$ cat config.mk
export PLATFORM = sky130hd
export DESIGN_NAME = pipe_stage_buf
export DESIGN_NICKNAME = d
export VERILOG_FILES = /design/src/rtl/pipe_stage_buf.sv
export SDC_FILE = /design/constraint.sdc
export NUM_CORES = 1
export LEC_CHECK = 0
export BUFFER_PORTS_ARGS = -buffer_cell sky130_fd_sc_hd__buf_2
export CAP_MARGIN = 30
export CORE_MARGIN = 3
export CORE_UTILIZATION = 53
export DETAILED_ROUTE_END_ITERATION = 7
export PLACE_DENSITY = 0.79
export SLEW_MARGIN = 0
export SYNTH_ARGS = -nofsm -noshare
export SYNTH_HDL_FRONTEND = slang
export SYNTH_SLANG_ARGS = --single-unit
export TNS_END_PERCENT = 5
$ cat constraint.sdc
create_clock -name clk -period 2.5 [get_ports clk]
set_clock_uncertainty 0.1 [all_clocks]
set_input_delay 0.375 -clock clk [delete_from_list [all_inputs] [get_ports clk]]
set_output_delay 0.375 -clock clk [all_outputs]
set_load 0.005 [all_outputs]
$ cat src/rtl/pipe_stage_buf.sv
// rtl/pipe_stage_buf.sv - elastic valid/ready pipeline register with optional 2-entry skid buffer
// Replaces fixed stall/flush inter-stage registers; flush squashes every held entry.
module pipe_stage_buf #(
  parameter int                DATA_W   = 32,
  parameter bit                SKID     = 1'b1,
  parameter logic [DATA_W-1:0] RST_DATA = '0
) (
  input  logic              clk,
  input  logic              rst,
  input  logic              flush,
  input  logic              in_valid,
  output logic              in_ready,
  input  logic [DATA_W-1:0] in_data,
  output logic              out_valid,
  input  logic              out_ready,
  output logic [DATA_W-1:0] out_data,
  output logic [1:0]        occ
);

  typedef enum logic [1:0] {
    EMPTY = 2'd0,
    ONE   = 2'd1,
    TWO   = 2'd2
  } state_t;

  state_t            state, state_nxt;
  logic [DATA_W-1:0] main_q, main_nxt;
  logic [DATA_W-1:0] skid_q, skid_nxt;
  logic              in_fire, out_fire;

  assign out_valid = (state != EMPTY);
  assign out_data  = main_q;
  assign occ       = state;

  // With the skid entry, ready comes straight from state flops so the stall
  // never ripples combinationally back into the upstream stage.
  generate
    if (SKID) begin : g_skid
      assign in_ready = (state != TWO);
    end else begin : g_noskid
      assign in_ready = !out_valid || out_ready;
    end
  endgenerate

  assign in_fire  = in_valid && in_ready;
  assign out_fire = out_valid && out_ready;

  always_comb begin
    state_nxt = state;
    main_nxt  = main_q;
    skid_nxt  = skid_q;
    if (flush) begin
      state_nxt = EMPTY;
      main_nxt  = RST_DATA;
    end else begin
      case (state)
        EMPTY: begin
          if (in_fire) begin
            state_nxt = ONE;
            main_nxt  = in_data;
          end
        end
        ONE: begin
          if (in_fire && out_fire) begin
            main_nxt = in_data;
          end else if (in_fire) begin
            state_nxt = TWO;
            skid_nxt  = in_data;
          end else if (out_fire) begin
            state_nxt = EMPTY;
          end
        end
        TWO: begin
          if (out_fire) begin
            state_nxt = ONE;
            main_nxt  = skid_q;
          end
        end
        default: begin
          state_nxt = EMPTY;
        end
      endcase
    end
  end

  always_ff @(posedge clk or posedge rst) begin
    if (rst) begin
      state  <= EMPTY;
      main_q <= RST_DATA;
      skid_q <= RST_DATA;
    end else begin
      state  <= state_nxt;
      main_q <= main_nxt;
      skid_q <= skid_nxt;
    end
  end

  occ_bound_a: assert property (@(posedge clk) disable iff (rst) occ != 2'd3);

endmodule

==> results of run 1 <==
cell families after synthesis:
| family | Yosys count | share of synthesized area |
|---|---|---|
| AOI/OAI and AO/OA | 68 | 0.176 |
| buffers and inverters | 30 | 0.0475 |
| DFF | 66 | 0.532 |
| muxes | 64 | 0.219 |
| and+or+nand+nor | 11 | 0.0254 |
power breakdown:
part / switching, mW / internal, mW / total [mW]
Sequential: 0.106 / 1.27 / 1.37
Clock: 0.392 / 0.439 / 0.831
Combinational: 0.199 / 0.240 / 0.439
Total: 0.698 / 1.95 / 2.64
final timing paths:
check / slack, ps / end / start / cells past startpoint
setup / recovery: 360 / in_ready / occ[0] / 3
hold / removal: 170 / skid_q[11] / in_data[11] / 2
setup reg to reg: 590 / out_data[11] / occ[1] / 5
hold reg to reg: 400 / skid_q[6] / skid_q[6] / 1
max in group asynchronous: 1250 / out_data[5] / rst / 4
min in group asynchronous: 520 / skid_q[13] / rst / 3
per-stage QoR:
stage / hold WS (ps) / instance area [um2] / setup slack, ps
finish: 174 / 3750 / 359
global placement: 344 / 3560 / 642
global route: 167 / 3750 / 286
CTS: 168 / 3750 / 360
floorplan: 357 / 3110 / 370
detailed placement: 352 / 3560 / 611
critical path: stages (launching register included):
cell and delay [ps]:
dfrtp_1 440, nand2b_2 450, buf_12 290, buf_2 140
layer usage:
layer,track usage,vias up,share of wire
met3,0.0727,8,0.074
li1,-,1079,-
met5,0,-,0
met2,0.353,81,0.46
met1,0.298,1170,0.45
met4,0.0833,0,0.010
sequential cells by signal, summed over array words and instances (netlist names):
register and cells:
out_data 32, skid_q 32, occ 2
layout by cell type, fill, tap and decap left out, types with 2 or more instances in the layout:
| master | count |
|---|---|
| a21oi_1 | 2 |
| buf_12 | 2 |
| buf_2 | 72 |
| buf_4 | 13 |
| clkbuf_1 | 2 |
| clkbuf_8 | 12 |
| clkinv_2 | 2 |
| dfrtp_1 | 66 |
| mux2_2 | 31 |
| mux2i_1 | 32 |
| nand2_1 | 2 |
| o2111ai_1 | 32 |
| o31ai_1 | 32 |
| or2_2 | 2 |
final cells by class:
type | instances | area share
Multi-Input combinational cell | 143 | 0.350
Timing Repair Buffer | 88 | 0.135
Inverter | 2 | 0.00200
Tap cell | 72 | 0.0240
Sequential cell | 66 | 0.440
Clock inverter | 2 | 0.00267
Clock buffer | 14 | 0.0460
timing repair:
action                     4_1_cts  5_1_grt
setup endpoints to repair        0        0
hold endpoints to repair        21        0
hold buffers                     1        0
==> run_results.csv, run 1 <==
group,metric,value,unit
outcome,result_of_the_run,"finished, final reports clean",
logic_synthesis,sequential_area_share_after_synthesis,0.532,
die,floorplan.io_pins,73,
clock_tree,clockRootBuffer,"clkbuf_8",
layout,area_growth,20.8,%
layout,area.sequential,1650,um2
drt,drt-total-wl,7.13,mm
timing,setup_total_negative_slack,0,ps
power_and_ir_drop,power.leakage,1.92,nW
timing,min_period_over_period,0.856,
layout,finish.cell_count_without_fillers,387,
die,die-area,6820,um2
global_route,antenna_found_initial,0,
clock_tree,insertion_delay,350,ps
global_route,grt_util_all_layers,0.227,
worst_hold_path,hold_class,"input port to register",
power_and_ir_drop,vdd.ir_drop.worst,0.475,mV
drt,dr.first_iter.drc_count,195,
clock_tree,post_cts.resized_instances,0,
global_route,grt_overflow_total,0,
global_route,grt_first_pass_wirelength,11.4,mm
setup_path,cp_class,"register to output pin",
logic_synthesis,synth_top_area_share,0.532,
layout,number_of_inserted_filler_cells_in_the_final_layout,417,
die,die_height,82.6,um
timing,worst_slew_margin_rel,0.642,
logic_synthesis,ys_top_cells_by_count,"dfrtp_1 (66), mux2i_1 (32), o2111ai_1 (32), o31ai_1 (32), mux2_2 (31)",
drt,dr_total_vias,2338,
timing,timing.final.max_slew_violations,0,
clock_tree,post_cts_buffers,0,
placed_design,place.gp.congestion,0.750,
drt,drcViolationCount,0,
setup_path,cp_data_required_time,2030,ps
logic_synthesis,count_of_flip_flops_with_a_built_in_enable_after_synthesis,0,
logic_synthesis,post_synth_instance_area,3110,um2
timing,tightestPinTransition,537,ps
clock_tree,cts-htree-levels,3,
power_and_ir_drop,totalPowerFinal,2.64,mW
clock_tree,tritoncts.num_buffers,9,
setup_path,critical_path_fanouts_max,21,
timing,timing.final.setup_violations,0,
drt,detailed_routing_iterations_pass_1,4,
clock_tree,tritoncts,"built",
placed_design,hpwlAfterDp,4.72,mm
logic_synthesis,yosys.area.top_type,"dfrtp_1",
die,placeableCoreArea,5570,um2
job,maxCapViolations,0,
timing,final_hold_viol_count,0,
placed_design,dp.cells,370,
layout,num-nets-final,347,
logic_synthesis,synth_fp_nets,276,
logic_synthesis,ys_top_cells_by_area,"dfrtp_1 (53%), mux2_2 (11%), mux2i_1 (10%), o2111ai_1 (9.0%), o31ai_1 (7.7%)",
drt,drt.antenna.violating_nets,0,
logic_synthesis,yosys.cell_types.count,22,
clock_tree,cts-root-to-sink-buffers,2,
timing,rsz_0062_raised_after_global_routing,"no",
logic_synthesis,synth-async-reset-ratio,1.00,
drt,detail_route.wl_per_cell,18.4,um
setup_path,critical_path.endpoint_type,"output pin",
logic_synthesis,ys.warnings.count,0,
die,floorplan.rows,27,
clock_tree,cts_sinks,66,
logic_synthesis,postSynthCellCount,239,
logic_synthesis,post_synth.cell_area_avg,13.0,um2
layout,drive_above_1_share,0.441,
power_and_ir_drop,power_density,705,nW/um2
setup_path,critPathLaunchType,"register",
global_route,pin_count_of_the_biggest_net_entering_global_routing,34,
setup_path,cp.arrival,1670,ps
timing,timing.fmax,0.467,GHz
clock_tree,clkSlewWorstSetupHoldPaths,70,ps
placed_design,number_of_buffers_added_on_ports,72,
drt,viasPerCell,6.04,
logic_synthesis,ys_seq_elements,66,
logic_synthesis,ys_dominant_reg_cell,"dfrtp_1",
die,die_width,82.6,um
logic_synthesis,synthMostInstantiatedCell,"dfrtp_1",
global_route,grt_pass1_vias,2333,
layout,fraction_of_the_core_area_covered_by_cells_at_the_end_of_the_flow,0.673,
layout,multi_input_comb_area,1310,um2
layout,antenna-diode-count,0,
die,floorplan.initialDensity,0.557,
timing,post-route-min-period,2140,ps
Note: power is estimated with default switching activity, not from simulation.
==> run 2, diff against run 1 <==
Settings changed: CORE_UTILIZATION 53 to 50, PLACE_DENSITY 0.79 to 0.75.
==> run 2 against run 1 <==
  * Sequential power barely moved
  * Clock power rose by 7.7%
  * Sequential share of layout area rose by 0.19 points
  * Routed wire length fell by 1.9%
  * The run now ends with hold timing left
  * Highest routed layer unchanged
  * Clock-buffer cell count did not move
  * Critical endpoint is now skid_q[4]
  * Critical path type is now register to register
  * Worst setup slack improved by 68 ps
  * Combinational power fell by 3%
  * First-iteration DRC count fell by 19%
==> run_results.csv, run 2 (synthesis gave the netlist of run 1 again) <==
group,metric,value,unit
timing,timing.final.max_slew_violations,0,
drt,drcViolationCount,0,
power_and_ir_drop,totalPowerFinal,2.69,mW
clock_tree,post_cts_buffers,0,
outcome,violations,"hold timing",
setup_path,r2r_cells,4,
clock_tree,insertion_delay,330,ps
global_route,grt_first_pass_wirelength,12.0,mm
timing,worst_slew_margin_rel,0.627,
setup_path,critPathLaunchType,"register",
layout,area.sequential,1650,um2
setup_path,cp_data_required_time,2610,ps
clock_tree,clkSlewWorstSetupHoldPaths,70,ps
drt,met2WireLength,3.48,mm
drt,detail_route.wl_per_cell,18.0,um
clock_tree,post_cts_hold_buffer_count,0,
setup_path,worst_r2r_startpoint,"occ[1]",
drt,wl_met3,270,um
layout,layout.cells.most_common_list,"buf_2 (72), dfrtp_1 (66), mux2i_1 (32), o2111ai_1 (32), o31ai_1 (32)",
placed_design,dp.cells,373,
layout,mostFrequentLayoutCell,"buf_2",
placed_design,pre_cts_slack,449,ps
timing,min_period_over_period,0.829,
layout,multi_input_comb_area,1310,um2
clock_tree,tritoncts.num_buffers,9,
clock_tree,cts-root-to-sink-buffers,2,
drt,drt-met1-wl,3.15,mm
drt,dr.first_iter.drc_count,157,
placed_design,dpl_cell_area,3540,um2
timing,setup_total_negative_slack,0,ps
job,maxCapViolations,0,
placed_design,place.gp.congestion,0.720,
worst_hold_path,hold_class,"input port to async pin",
die,die-area,7200,um2
global_route,grt_util_all_layers,0.208,
clock_tree,cts_sinks,66,
global_route,antenna_found_initial,0,
timing,post-route-min-period,2070,ps
layout,cell_area_after_layout,3740,um2
timing,timing.final.setup_violations,0,
timing,final_hold_viol_count,23,
setup_path,worst-r2r-setup-slack,430,ps
placed_design,number_of_buffers_added_on_ports,72,
timing,tightestPinTransition,558,ps
timing,timing.fmax,0.483,GHz
clock_tree,post_cts.resized_instances,0,
die,placeableCoreArea,5960,um2
drt,drt-total-wl,6.99,mm
drt,route.top_layer_used,"met4",
drt,viasPerCell,5.96,
global_route,grt_pass1_vias,2387,
timing,fin_ws,428,ps
outcome,result_of_the_run,"complete, but fails checks",
setup_path,worstSetupStartpoint,"occ[1]",
setup_path,critical_path.endpoint_type,"register",
layout,area_growth,20.3,%
clock_tree,clockRootBuffer,"clkbuf_8",
drt,dr_total_vias,2318,
layout,number_of_inserted_filler_cells_in_the_final_layout,505,
layout,fraction_of_the_core_area_covered_by_cells_at_the_end_of_the_flow,0.627,
setup_path,cp_class,"register to register",
setup_path,critical_path_fanouts_max,10,
die,die_height,84.8,um
die,die_width,84.8,um
power_and_ir_drop,power_density,721,nW/um2
timing,rsz_0062_raised_after_global_routing,"no",
clock_tree,tritoncts,"built",
setup_path,critical_path_capture_point,"skid_q[4]",
global_route,grt_overflow_total,0,
power_and_ir_drop,vdd.ir_drop.worst,0.384,mV
power_and_ir_drop,power.leakage,1.91,nW
setup_path,cp.arrival,2190,ps
clock_tree,cts-htree-levels,3,
die,floorplan.initialDensity,0.522,
timing,final.hold.worst_slack,-11.8,ps
layout,drive_above_1_share,0.439,
drt,detailed_routing_iterations_pass_1,4,
layout,num-nets-final,346,
layout,finish.cell_count_without_fillers,389,
placed_design,hpwlAfterDp,4.71,mm
setup_path,reg2reg_to,"skid_q[4]",
drt,drt.antenna.violating_nets,0,
die,floorplan.rows,28,
layout,antenna-diode-count,0,
die,floorplan.io_pins,73,
global_route,pin_count_of_the_biggest_net_entering_global_routing,35,
[run 2: cell type report]
class	instances	share of cell area
multi-input cells	143	0.351
clock inverters	2	0.00938
flip-flops and latches	66	0.442
well taps	75	0.0251
inverters	2	0.00201
clock buffers	14	0.0435
repair buffers	87	0.127
[run 2: layer usage]
layer | GRT usage | vias to the layer above
met3 | 0.0359 | 9
met1 | 0.280 | 1159
li1 | - | 1093
met2 | 0.342 | 57
met5 | 0 | -
met4 | 0.0734 | 0
[run 2: worst min path at each step]
stage,from,end,slack (ps),cells after the start
detailed placement,rst,skid_q[4],370,2
floorplan,skid_q[6],skid_q[6],360,1
CTS,rst,skid_q[5],7,2
finish,rst,skid_q[10],-10,2
global route,rst,out_data[30],30,2
global placement,rst,skid_q[3],360,2
[run 2: report_power, final]
part / internal (mW) / total, mW / switching [mW] / leakage [nW]
clock network: 0.515 / 0.895 / 0.380 / 0.101
logic: 0.235 / 0.428 / 0.193 / 0.973
registers: 1.27 / 1.37 / 0.103 / 0.834
[run 2: worst max-delay path, cell delays in order, from the launching register on]
cell,delay [ps]
dfrtp_1,460
nand2b_1,260
nor3b_4,490
buf_4,300
mux2_2,350
